$ cat src/rtl/pcie_tlp_pkg.sv
// Shared definitions for the PCIe TLP receive path: fmt/type codes, parser
// states, decoded TLP kinds and the payload DW byte swap.
package pcie_tlp_pkg;

   localparam logic [7:0] MWR32 = 8'h40;
   localparam logic [7:0] MWR64 = 8'h60;
   localparam logic [7:0] MRD32 = 8'h00;
   localparam logic [7:0] MRD64 = 8'h20;
   localparam logic [7:0] CPLD  = 8'h4A;

   typedef enum logic [1:0] {
      HDR0 = 2'd0,
      HDR1 = 2'd1,
      DATA = 2'd2,
      DROP = 2'd3
   } state_t;

   typedef enum logic [1:0] {
      KIND_BAD  = 2'd0,
      KIND_MWR  = 2'd1,
      KIND_MRD  = 2'd2,
      KIND_CPLD = 2'd3
   } kind_t;

   function automatic logic [31:0] swap_dw(input logic [31:0] dw);
      return {dw[7:0], dw[15:8], dw[23:16], dw[31:24]};
   endfunction

endpackage

$ cat src/rtl/pcie_rx_hdr_decode.sv
// Combinational decode of TLP header DW0 into kind, 4DW flag and effective
// DW length (a zero length field means 1024 DW).
module pcie_rx_hdr_decode
   import pcie_tlp_pkg::*;
(
   input  logic [31:0] dw0,
   output kind_t       kind,
   output logic        is_4dw,
   output logic [10:0] length
);

   logic unused_bits;

   assign unused_bits = ^dw0[23:10];

   always_comb begin
      kind   = KIND_BAD;
      is_4dw = 1'b0;
      case (dw0[31:24])
         MWR32: kind = KIND_MWR;
         MWR64: begin
            kind   = KIND_MWR;
            is_4dw = 1'b1;
         end
         MRD32: kind = KIND_MRD;
         MRD64: begin
            kind   = KIND_MRD;
            is_4dw = 1'b1;
         end
         CPLD:    kind = KIND_CPLD;
         default: kind = KIND_BAD;
      endcase
      length = (dw0[9:0] == 10'd0) ? 11'd1024 : {1'b0, dw0[9:0]};
   end

endmodule

$ cat src/rtl/pcie_rx_tlp.sv
// Receive-side TLP parser for the 64-bit PCIe core RX stream: emits write,
// read-request and completion strobes, and drops/counts everything else.
module pcie_rx_tlp
   import pcie_tlp_pkg::*;
#(
   parameter int ADDR_WIDTH  = 13,
   parameter int SWAP_ENDIAN = 1,
   parameter int MAX_READ_DW = 2
)(
   input  logic                  clock,
   input  logic                  reset,
   input  logic                  tvalid,
   input  logic                  tlast,
   input  logic [63:0]           tdata,
   output logic                  write_valid,
   output logic                  read_valid,
   output logic                  completion_valid,
   output logic [63:0]           data,
   output logic [ADDR_WIDTH-1:0] address,
   output logic [9:0]            read_length,
   output logic [23:0]           rid_tag,
   output logic                  drop_valid,
   output logic [15:0]           drop_count
);

   localparam logic [10:0] MAX_READ_LEN = 11'(MAX_READ_DW);

   logic                  tvalid_q;
   logic                  tlast_q;
   logic [63:0]           tdata_q;
   logic [31:0]           prev_hi;
   state_t                state, state_next, adv_state;
   kind_t                 dec_kind, hdr_kind;
   logic                  dec_4dw, hdr_4dw;
   logic [10:0]           dec_len, hdr_len;
   logic [9:0]            remaining, remaining_next;
   logic [ADDR_WIDTH-1:0] qaddr, qaddr_next, hdr_addr;
   logic [31:0]           addr_dw;
   logic [63:0]           raw_qword, payload;
   logic                  read_ok, payload_ok;
   logic                  emit_write, emit_read, emit_cpl, emit_drop;
   logic                  load_hdr, load_req_tag, load_cpl_tag;
   logic                  unused_bits;

   pcie_rx_hdr_decode u_hdr_decode (
      .dw0    (tdata_q[31:0]),
      .kind   (dec_kind),
      .is_4dw (dec_4dw),
      .length (dec_len)
   );

   // The address DW sits in DW2 (3DW) or DW3 (4DW) of header beat 1.
   assign addr_dw    = hdr_4dw ? tdata_q[63:32] : tdata_q[31:0];
   assign hdr_addr   = addr_dw[ADDR_WIDTH+2:3];
   assign read_ok    = (hdr_len <= MAX_READ_LEN) && (addr_dw[1:0] == 2'b00);
   assign payload_ok = !hdr_len[0] && !addr_dw[2];
   assign raw_qword  = hdr_4dw ? tdata_q : {tdata_q[31:0], prev_hi};
   assign payload    = (SWAP_ENDIAN != 0) ?
                       {swap_dw(raw_qword[63:32]), swap_dw(raw_qword[31:0])} : raw_qword;
   assign unused_bits = ^{tdata_q[39:32], addr_dw};

   // Input beat register and parser state.
   always_ff @(posedge clock) begin
      if (reset) begin
         tvalid_q  <= 1'b0;
         tlast_q   <= 1'b0;
         tdata_q   <= 64'd0;
         prev_hi   <= 32'd0;
         state     <= HDR0;
         hdr_kind  <= KIND_BAD;
         hdr_4dw   <= 1'b0;
         hdr_len   <= 11'd0;
         remaining <= 10'd0;
         qaddr     <= '0;
      end else begin
         tvalid_q  <= tvalid;
         tlast_q   <= tlast;
         tdata_q   <= tdata;
         prev_hi   <= tvalid_q ? tdata_q[63:32] : prev_hi;
         state     <= state_next;
         remaining <= remaining_next;
         qaddr     <= qaddr_next;
         if (load_hdr) begin
            hdr_kind <= dec_kind;
            hdr_4dw  <= dec_4dw;
            hdr_len  <= dec_len;
         end
      end
   end

   // Next-state and strobe decode; only valid beats advance the parser.
   always_comb begin
      adv_state      = state;
      state_next     = state;
      remaining_next = remaining;
      qaddr_next     = qaddr;
      emit_write     = 1'b0;
      emit_read      = 1'b0;
      emit_cpl       = 1'b0;
      emit_drop      = 1'b0;
      load_hdr       = 1'b0;
      load_req_tag   = 1'b0;
      load_cpl_tag   = 1'b0;
      if (tvalid_q) begin
         case (state)
            HDR0: begin
               load_hdr = 1'b1;
               if (dec_kind == KIND_BAD) begin
                  emit_drop = 1'b1;
                  adv_state = DROP;
               end else begin
                  load_req_tag = (dec_kind != KIND_CPLD);
                  adv_state    = HDR1;
               end
            end
            HDR1: begin
               load_cpl_tag = (hdr_kind == KIND_CPLD);
               if (hdr_kind == KIND_MRD) begin
                  // A read carries no payload; DATA with nothing left just waits for tlast.
                  emit_read      = read_ok;
                  emit_drop      = !read_ok;
                  remaining_next = 10'd0;
                  adv_state      = DATA;
               end else if (payload_ok) begin
                  remaining_next = hdr_len[10:1];
                  qaddr_next     = (hdr_kind == KIND_CPLD) ? '0 : hdr_addr;
                  adv_state      = DATA;
               end else begin
                  emit_drop = 1'b1;
                  adv_state = DROP;
               end
            end
            DATA: begin
               if (remaining != 10'd0) begin
                  emit_write     = (hdr_kind == KIND_MWR);
                  emit_cpl       = (hdr_kind == KIND_CPLD);
                  remaining_next = remaining - 10'd1;
                  qaddr_next     = qaddr + ADDR_WIDTH'(1);
               end else begin
                  adv_state = DATA;
               end
            end
            DROP:    adv_state = DROP;
            default: adv_state = HDR0;
         endcase
         state_next = tlast_q ? HDR0 : adv_state;
      end else begin
         state_next = state;
      end
   end

   // Registered outputs and the saturating drop counter.
   always_ff @(posedge clock) begin
      if (reset) begin
         write_valid      <= 1'b0;
         read_valid       <= 1'b0;
         completion_valid <= 1'b0;
         drop_valid       <= 1'b0;
         data             <= 64'd0;
         address          <= '0;
         read_length      <= 10'd0;
         rid_tag          <= 24'd0;
         drop_count       <= 16'd0;
      end else begin
         write_valid      <= emit_write;
         read_valid       <= emit_read;
         completion_valid <= emit_cpl;
         drop_valid       <= emit_drop;
         if (emit_write || emit_cpl) begin
            data    <= payload;
            address <= qaddr;
         end else if (emit_read) begin
            address     <= hdr_addr;
            read_length <= hdr_len[9:0];
         end
         if (load_req_tag) begin
            rid_tag <= tdata_q[63:40];
         end else if (load_cpl_tag) begin
            rid_tag <= tdata_q[31:8];
         end
         if (emit_drop && (drop_count != 16'hFFFF)) begin
            drop_count <= drop_count + 16'd1;
         end else begin
            drop_count <= drop_count;
         end
      end
   end

endmodule

$ cat config.mk
export PLATFORM = sky130hd
export DESIGN_NAME = pcie_rx_tlp
export DESIGN_NICKNAME = d
export VERILOG_FILES = /design/src/rtl/pcie_tlp_pkg.sv /design/src/rtl/pcie_rx_hdr_decode.sv /design/src/rtl/pcie_rx_tlp.sv
export SDC_FILE = /design/constraint.sdc
export NUM_CORES = 1
export LEC_CHECK = 0
export CAP_MARGIN = 10
export CORE_ASPECT_RATIO = 1.5
export CORE_MARGIN = 1
export CORE_UTILIZATION = 50
export DETAILED_ROUTE_END_ITERATION = 6
export HOLD_SLACK_MARGIN = 0.08
export PLACE_DENSITY = 0.77
export SYNTH_ARGS = -nofsm -noshare
export SYNTH_HDL_FRONTEND = slang
export SYNTH_SLANG_ARGS = --single-unit
$ cat constraint.sdc
create_clock -name clock -period 3.38 [get_ports clock]
set_input_delay 0.338 -clock clock [delete_from_list [all_inputs] [get_ports clock]]
set_output_delay 0.338 -clock clock [all_outputs]
set_load 0.01 [all_outputs]
======== After elaboration in Yosys (flattened, before gate mapping) ========
Index checks and enable logic that the tools add are counted.
storage, ports and cells
  register bits ........................... 268
  bits of input ports ..................... 68
  output and inout bits ................... 131
  logic and storage cells ................. 109
cells by class
  add/subtract/negate cells ............... 3
  magnitude comparators ................... 1
  equality and inequality tests ........... 17
  mux-type cells .......................... 45
  bitwise logic cells ..................... 1
  reduce and logical (&&, ||, !) cells .... 23
operators by type and width
  cell                                                              count
  two-way mux 13 bit                                                6
  two-way mux 64 bit                                                1
  two-way mux 24 bit                                                2
  two-way mux 10 bit                                                3
  case mux 13 bit (2 select lines)                                  1
  equality test 8 x 7 -> 1 bit (second input constant)              3
  two-way mux 1 bit                                                 23
  case mux 10 bit (2 select lines)                                  1
  adder 16 x 1 -> 16 bit (second input constant)                    1
  two-way mux 16 bit                                                1
  != test 16 bit (second input constant)                            1
  adder 13 x 1 -> 13 bit (second input constant)                    1
  less-or-equal comparator 11 x 2 -> 1 bit (second input constant)  1
  two-way mux 11 bit                                                1
  logical NOT 10 bit                                                1
  nonzero test 10 bit                                               1
  subtractor 10 x 1 -> 10 bit (second input constant)               1
  equality test 2 bit (second input constant)                       4
  equality test 8 x 6 -> 1 bit (second input constant)              1
  logical NOT 8 bit                                                 1
  != test 2 bit (second input constant)                             4
  case mux 2 bit (4 select lines)                                   1
  logical NOT 2 bit                                                 3
  two-way mux 2 bit                                                 3
  other kinds (13)                                                  24

======== Logic depth before layout (Yosys ltp) ========
Gate-level depths: netlist of run 1.
  depth after elaboration ................. 8
  depth in mapped cells ................... 11
  gate-level depth less buffers ........... 11

======== By module ========
A second synthesis of run 1 with hierarchy kept.
second synthesis, totals
  cell total of the unflattened synthesis .. 1,146
  area, all modules ....................... 11,091.9 um^2
modules (own cells, without submodules)
  module              times used  cells an instance  area each (um^2)  sequential area each (um^2)
  pcie_rx_tlp         1           1,125              10,965.5          5,365.1
  pcie_rx_hdr_decode  1           21                 126.4             0.0

======== Least setup slack after synthesis of run 1 ========
No wires, ideal clock.
  path kind ............................... reg-to-reg
  from .................................... register remaining[0]
  to ...................................... register data[48]
  library setup time ...................... 0.146 ns
  arrival time ............................ 2.230 ns
  required time ........................... 3.234 ns
  setup slack ............................. 1.004 ns
  cell stages (with the launch flop) ...... 12
  cell sequence ........................... dfxtp_1 -> inv_1 -> ha_1 -> or4b_1 -> buf_2 -> o311a_4 -> and2_1 -> buf_6 -> buf_6 -> buf_2 -> nor2_1 -> a211oi_2
between the ends
  longest elaborated chain between the ends .. 5
  elaborated cells between the ends (all ways) .. 8
ends and longest elaborated chain
  what                      line                RTL
  start: declaration        pcie_rx_tlp.sv:36   logic [9:0] remaining, remaining_next;
  start signal: assignment  pcie_rx_tlp.sv:81   remaining <= remaining_next;
  nonzero test 10 bit *     pcie_rx_tlp.sv:134  if (remaining != 10'd0) begin
  two-way mux 1 bit         pcie_rx_tlp.sv:134
  two-way mux 1 bit         pcie_rx_tlp.sv:105  case (state)
  two-way mux 1 bit         pcie_rx_tlp.sv:104  if (tvalid_q) begin
  logical OR 1 bit *        pcie_rx_tlp.sv:169  if (emit_write || emit_cpl) begin
  end signal: assignment    pcie_rx_tlp.sv:170  data <= payload;
  end: declaration          pcie_rx_tlp.sv:18   output logic [63:0] data,
Every way passes the cells marked *; elsewhere a longest branch is shown, timed or not.
A chain may end at the register's enable or synchronous reset.

======== Final worst setup path of run 1 ========
  from .................................... register tdata_q[24]
  to ...................................... register drop_count[10]
between the ends
  longest elaborated chain between the ends .. 8
  elaborated cells between the ends (all ways) .. 13
ends and longest elaborated chain
  what                                                        line                      RTL
  start: declaration                                          pcie_rx_tlp.sv:30         logic [63:0] tdata_q;
  start signal: assignment                                    pcie_rx_tlp.sv:78         tdata_q <= tdata;
  equality test 8 x 6 -> 1 bit, or another cell as far along  pcie_rx_hdr_decode.sv:19  case (dw0[31:24])
  OR reduction 2 bit (no line)                                --
  case mux 2 bit (3 select lines) *                           pcie_rx_hdr_decode.sv:19
  logical NOT 2 bit *                                         pcie_rx_tlp.sv:108        if (dec_kind == KIND_BAD) begin
  two-way mux 1 bit *                                         pcie_rx_tlp.sv:108
  case mux 1 bit (2 select lines) *                           pcie_rx_tlp.sv:105
  two-way mux 1 bit *                                         pcie_rx_tlp.sv:104
  logical AND 1 bit *                                         pcie_rx_tlp.sv:181        if (emit_drop && (drop_count != 16'hFFFF)) begin
  end signal: assignment                                      pcie_rx_tlp.sv:182        drop_count <= drop_count + 16'd1;
  end signal: assignment                                      pcie_rx_tlp.sv:184        drop_count <= drop_count;
  end: declaration                                            pcie_rx_tlp.sv:23         output logic [15:0] drop_count
Marks and branches as above.

==> metrics.txt, run 1 <==
Inserted Clock Buffers 25; Arr. time, crit path 3.20 ns; pin count of the biggest net entering global routing 100; Buffers on Ports 198; Worst path max stage delay 0.68 ns; setup TNS 0 ns; Top Family by Delay on Critical Path simple AND/OR/NAND/NOR gates; CP Buf/Inv Count 1; Critical Path Start tdata_q[24]; synthesized area per cell 9.84 um2; Sw Share 22.5%; slowest cell on the critical path nor4_1; Final HPWL DP 18.1 mm; Mapped Nets 1182; gp weighted congestion 0.826; hold path depth 2; Detail Route Antenna Nets 0; clock share of power 42.2%; RSZ-0062 raised after global routing false; CORE AREA 21200 um2; FMAX 0.357 GHz; DP Area 13000 um2; Clock Skews 0.00958 ns; Critical Path Fanout Max 16; commonest cells after routing, fill and taps aside 266 x dfxtp_1, 205 x nor2_1, 197 x clkdlybuf4s50_1, 122 x mux2i_1, 71 x nor2b_1; post-route cell area 13800 um2; overall routing resource usage 24.1%; r2r endpoint drop_count[10]; max_cap viols 0; crit path cell chain nor4_1, o211ai_1, ha_1, a2111oi_4, buf_4, nor3b_1, and3_1, mux2_2; initial antenna violation count 2; outcome finished clean; routed wire length 26.7 mm; Leak Pwr 4.62 nW; layout cell share with drive strength beyond 1 10.6%; Tcrit/Tclk final 82.8%; min-delay src reset; Resized Gates After CTS 0; post-synthesis async set-or-reset flop share 0%; Clock Path Buffers 3; final hold viol count 0; insertion delay to the later sink of the worst-skew pair 0.52 ns; part of the power in registers 51.3%; Netlist cell types 55; detailed-route via count 8555; nets 1342; Area Growth Syn to Fin 26.2%; required time of the worst setup path 3.78 ns; flop2flop setup slack 0.58 ns; Yosys reg bits 268; crit end category flip-flop; Iter 0 DRT Violations 553; H-tree depth 1; overall power 6.45 mW; total die area 22500 um2; Main synth FF type dfxtp_1; io pins 199; min Tclk post-route 2.80 ns; Worst setup SP type flip-flop; Post-CTS Setup Repair Bufs 0; final setup fails 0; logic gate share of total power 6.5%; Max rail drop VDD 392 uV; gr ovfl total 0; Clock transition at path regs 0.06 ns; Remaining DRCs 0; yosys warns 0; die height 183 um; most common cell after layout, fill and taps aside dfxtp_1; vias in the first global route 8291; CTS Sinks 268; critical path type reg -> reg; Starting Density 51.5%; Worst slew margin 49.2%; chip width 123 um; Core Rows 65; Internal 5.00 mW; global-route wire length before repair 43.0 mm; CTS tree built; PD cells 468 nW/um2; Synth Instances 1110; sequential fraction of the synthesis area 49.1%; Max Slew Vio Count 0; Routed WL per cell 17.2 um; Hold Crit Class in -> reg; Sw Pwr 1.45 mW; Netlist Area Pre-Place 10900 um2; Worst Reg-to-Reg Cells 8; router iterations before antenna repair 5; Root Buffer Master clkbuf_16; Via density 5.50; Worst Tran Pin Value 0.756 ns; Non-Filler Instances 1555; post-place setup slack 0.626 ns; Post-synth EDFFs 0; hold-fix buffers at CTS 0; Placed Cells 1511; worst r2r src tdata_q[24]; Setup WS post-layout 0.580 ns; hold-critical path endpoint tdata_q[21]
## layout make-up
cell class	count	area (um2)
diodes	2	5.00
clock buffers	39	738
clock inverters	3	40.0
fillers	1694	7440
inverters	8	30.0
multi-input cells	753	5140
flip-flops and latches	268	5370
well taps	268	335
repair buffers	214	2130
## registers in the layout, indices dropped and copies added (netlist names)
name              cells
rid_tag              24
tlast_q               1
hdr_4dw               1
hdr_kind              2
hdr_len              11
data                 64
tdata_q              64
read_valid            1
drop_count           16
drop_valid            1
write_valid           1
read_length          10
qaddr                13
remaining            10
tvalid_q              1
state                 2
address              13
prev_hi              32
completion_valid      1
## synthesized netlist by cell type, types with 4 or more instances
cell type | instances | area share [%]
dfxtp_1 | 268 | 49
nor2_1 | 206 | 7.1
mux2i_1 | 122 | 11
nor2b_1 | 71 | 4.1
a211oi_2 | 64 | 7.3
clkbuf_1 | 53 | 1.8
nand2_1 | 47 | 1.6
a21oi_1 | 36 | 1.6
a211oi_1 | 29 | 2.0
o21ai_0 | 23 | 1.1
nor3_1 | 20 | 0.92
a221oi_1 | 16 | 1.3
and2_1 | 12 | 0.69
xnor2_1 | 12 | 0.96
buf_6 | 11 | 1.1
nor4_1 | 11 | 0.63
buf_2 | 9 | 0.41
inv_1 | 8 | 0.27
buf_1 | 7 | 0.24
nand3_1 | 7 | 0.32
and3_1 | 6 | 0.34
and4_1 | 5 | 0.40
nor3b_1 | 5 | 0.34
a22oi_1 | 4 | 0.27
ha_1 | 4 | 0.46
mux2_2 | 4 | 0.41
nand2b_1 | 4 | 0.23
nand4_1 | 4 | 0.23
## worst max path at each step
stage | slack [ns] | to | depth (start not counted)
finish | 0.58 | drop_count[10] | 8
global route | 0.34 | drop_count[10] | 8
CTS | 0.60 | data[16] | 8
detailed placement | 0.63 | drop_count[10] | 8
global placement | 0.68 | address[4] | 8
floorplan | 1.00 | data[48] | 11
## worst register-to-register path: cells and delay by family, from the launching register on
kind / cells / cell delay (ns)
AO/OA/AOI/OAI: 2 / 0.53
adder cells (fa/ha/maj): 1 / 0.33
buffers and inverters: 1 / 0.25
flip-flops: 1 / 0.34
multiplexers: 1 / 0.27
AND/OR/NAND/NOR: 3 / 0.97
## power groups by stage
stage          sequential [mW]  clock, mW  combinational, mW
5_1_grt                   3.32       2.90              0.459
2_1_floorplan             3.36          0              0.257
4_1_cts                   3.31       2.76              0.420
3_3_place_gp              3.38          0              0.412
6_report                  3.31       2.72              0.418
3_5_place_dp              3.38          0              0.417
## through the flow
stage / utilization, % / hold WS, ns
after floorplan: - / 0.434
after global placement: 61.3 / 0.444
after detailed placement: 61.3 / 0.446
after CTS: 64.9 / 0.298
after global routing: 65.0 / 0.318
final: 65.0 / 0.283
## kinds of logic (layout without fill, tap and decap cells)
family | after synthesis | count (layout) | synth area share (%)
AO/OA/AOI/OAI | 199 | 199 | 16.0
XOR/XNOR | 15 | 15 | 1.20
buffers and inverters | 89 | 264 | 3.95
flip-flops | 268 | 268 | 49.1
AND/OR/NAND/NOR | 409 | 409 | 17.7
multiplexers | 126 | 126 | 11.6
adder cells (fa/ha/maj) | 4 | 4 | 0.458
other | 0 | 2 | 0
## routing by layer
layer  up-vias  wire [um]  GRT usage (%)
li1       4209          -              -
met3        44       1770           6.06
met4         2        595           7.32
met1      4055      10800           29.0
met5         -         13              0
met2       245      13500           41.5
Power figures use the tool's default switching activity.
==> run 2, diff against run 1 <==
--- a/config.mk
+++ b/config.mk
@@ -8,10 +8,10 @@
 export CAP_MARGIN = 10
 export CORE_ASPECT_RATIO = 1.5
 export CORE_MARGIN = 1
-export CORE_UTILIZATION = 50
+export CORE_UTILIZATION = 47
 export DETAILED_ROUTE_END_ITERATION = 6
 export HOLD_SLACK_MARGIN = 0.08
-export PLACE_DENSITY = 0.77
+export PLACE_DENSITY = 0.76
 export SYNTH_ARGS = -nofsm -noshare
 export SYNTH_HDL_FRONTEND = slang
 export SYNTH_SLANG_ARGS = --single-unit
==> constraint.sdc (replaced) <==
create_clock -name clock -period 2.4 [get_ports clock]
set_input_delay 0.24 -clock clock [delete_from_list [all_inputs] [get_ports clock]]
set_output_delay 0.24 -clock clock [all_outputs]
set_load 0.01 [all_outputs]
==> metrics.txt, run 2 (synthesis gave the netlist of run 1 again) <==
outcome finished clean; Routed WL per cell 17.8 um (+3.3%); Critical Path Fanout Max 7 (-9); commonest cells after routing, fill and taps aside 262 x dfxtp_1, 204 x nor2_1, 197 x clkdlybuf4s50_1, 122 x mux2i_1, 71 x nor2b_1; r2r endpoint address[9]; Max rail drop VDD 491 uV (+25%); Core Rows 68 (+4.6%); slowest cell on the critical path or4b_1; final hold viol count 0 (unchanged); io pins 199 (unchanged); FMAX 0.433 GHz (+21%); Buffers on Ports 198 (unchanged); Clock Path Buffers 3 (unchanged); detailed-route via count 8740 (+2.2%); chip width 126 um (+3.1%); global-route wire length before repair 43.4 mm (+0.74%); required time of the worst setup path 2.80 ns (-0.98 ns); Worst slew margin 55.9% (+6.8 points); crit end category flip-flop; Detail Route Antenna Nets 0 (unchanged); gr ovfl total 0 (unchanged); flop2flop setup slack 0.09 ns (-0.49 ns); Via density 5.47 (-0.59%); Fillers 1885 (+11%); Starting Density 47.7% (-3.7 points); Worst path max stage delay 0.49 ns (-0.19 ns); Max Slew Vio Count 0 (unchanged); Arr. time, crit path 2.71 ns (-0.49 ns); Post-CTS Setup Repair Bufs 0 (unchanged); Hold Crit Class in -> reg; Clock Skews 0.0193 ns (+0.00974 ns); critical path type reg -> reg; CORE AREA 22900 um2 (+7.8%); hold path depth 2 (unchanged); hold_ws 0.162 ns (-0.120 ns); max_cap viols 0 (unchanged); hold-critical path endpoint prev_hi[22]; initial antenna violation count 3 (+1); routed wire length 28.4 mm (+6.2%); layout cell share with drive strength beyond 1 13.4% (+2.8 points); Inserted Clock Buffers 25 (unchanged); CP Buf/Inv Count 1 (unchanged); min-delay src reset; die height 189 um (+3.1%); overall power 9.47 mW (+47%); Root Buffer Master clkbuf_16; Leak Pwr 4.83 nW (+4.4%); pin count of the biggest net entering global routing 95 (-5.0%); Area Growth Syn to Fin 30.2%; CTS tree built; Top Family by Delay on Critical Path compound AO/OA/AOI/OAI gates; RSZ-0062 raised after global routing true; Iter 0 DRT Violations 744 (+35%); router iterations before antenna repair 5 (unchanged); crit path cell chain inv_1, ha_1, or4b_1, o311a_4, and2_4, a221oi_1, nor2_1; insertion delay to the later sink of the worst-skew pair 0.52 ns (about the same); largest registers data x64, tdata_q x64, prev_hi x32; CTS Sinks 268 (unchanged); hold-fix buffers at CTS 0 (unchanged); Final HPWL DP 19.0 mm (+5.3%); gp weighted congestion 0.834 (+0.99%); nets 1369 (+2.0%); worst r2r src remaining[1]; Remaining DRCs 0 (unchanged); total die area 23900 um2 (+6.3%); Tcrit/Tclk final 96.2% (+13 points); Setup WS post-layout 0.0904 ns (-0.490 ns); Worst Tran Pin Value 0.661 ns (-0.0944 ns); post-place setup slack 0.0370 ns (-0.589 ns); H-tree depth 1 (unchanged); most common cell after layout, fill and taps aside dfxtp_1; Worst Reg-to-Reg Cells 7 (-1); Clock transition at path regs 0.07 ns (about the same); overall routing resource usage 22.6% (-1.5 points); vias in the first global route 8454 (+2.0%); final setup fails 0 (unchanged); Worst setup SP type flip-flop; min Tclk post-route 2.31 ns (-0.490 ns); PD cells 666 nW/um2 (+42%)
run 2: changes by cell type in the layout (fill, tap and decap cells not counted), moves of 2 or more:
cell,delta
and2_4,+2
buf_12,+4
buf_4,+17
buf_6,+2
bufinv_16,+3
clkbuf_1,-2
clkinvlp_4,+2
dfxtp_1,-4
dfxtp_2,+4
run 2: where the power goes:
group	switching (mW)	internal (mW)
clock network	1.68	2.50
registers	0.0985	4.56
logic	0.331	0.301
total	2.11	7.36
run 2: worst max-delay path by stage:
stage,start,endpoint,slack (ns),cells after the start
5_1_grt,remaining[1],address[9],-0.0004,7
3_3_place_gp,remaining[1],data[6],0.1,8
4_1_cts,remaining[1],data[16],0.02,8
3_5_place_dp,remaining[1],data[19],0.04,8
6_report,remaining[1],address[9],0.09,7
2_1_floorplan,remaining[0],data[48],0.02,11
run 2: routing by layer:
metal | GRT usage (%) | vias up | share of wire [%]
li1 | - | 4277 | -
met1 | 25.6 | 4179 | 40
met2 | 40.7 | 237 | 51
met3 | 4.91 | 47 | 5.9
met4 | 9.13 | 0 | 2.9
met5 | 0 | - | 0
run 2: through the flow:
step / utilization, % / area, um2 / setup TNS [ns] / cells
after floorplan: - / 10900 / 0 / 1110
after global placement: 57.9 / 13300 / 0 / 1546
after detailed placement: 57.9 / 13300 / 0 / 1546
after CTS: 61.7 / 14100 / 0 / 1591
after global routing: 62.2 / 14200 / -0.000387 / 1598
final: 62.2 / 14200 / 0 / 1598
run 2: layout make-up:
type | count | area (um2) | share of cell area (%)
antenna | 3 | 7.51 | 0.0528
timing repair buffer | 239 | 2410 | 17.0
clock buffer | 36 | 717 | 5.04
inverter | 8 | 30.0 | 0.211
tap | 280 | 350 | 2.46
clock inverter | 9 | 150 | 1.06
sequential | 268 | 5380 | 37.8
multi-input combinational | 755 | 5180 | 36.4
run 2: worst register-to-register path, stage by stage (launching register included):
cell      delay [ns]
dfxtp_1         0.32
inv_1           0.07
ha_1            0.16
or4b_1          0.49
o311a_4         0.43
and2_4          0.24
a221oi_1        0.41
nor2_1          0.07
run 2: timing repair:
item                                    4_1_cts  5_1_grt
resized for setup                             1       12
gates cloned                                  0        4
endpoints found under the hold margin         0        0
endpoints found under the setup margin        1       53
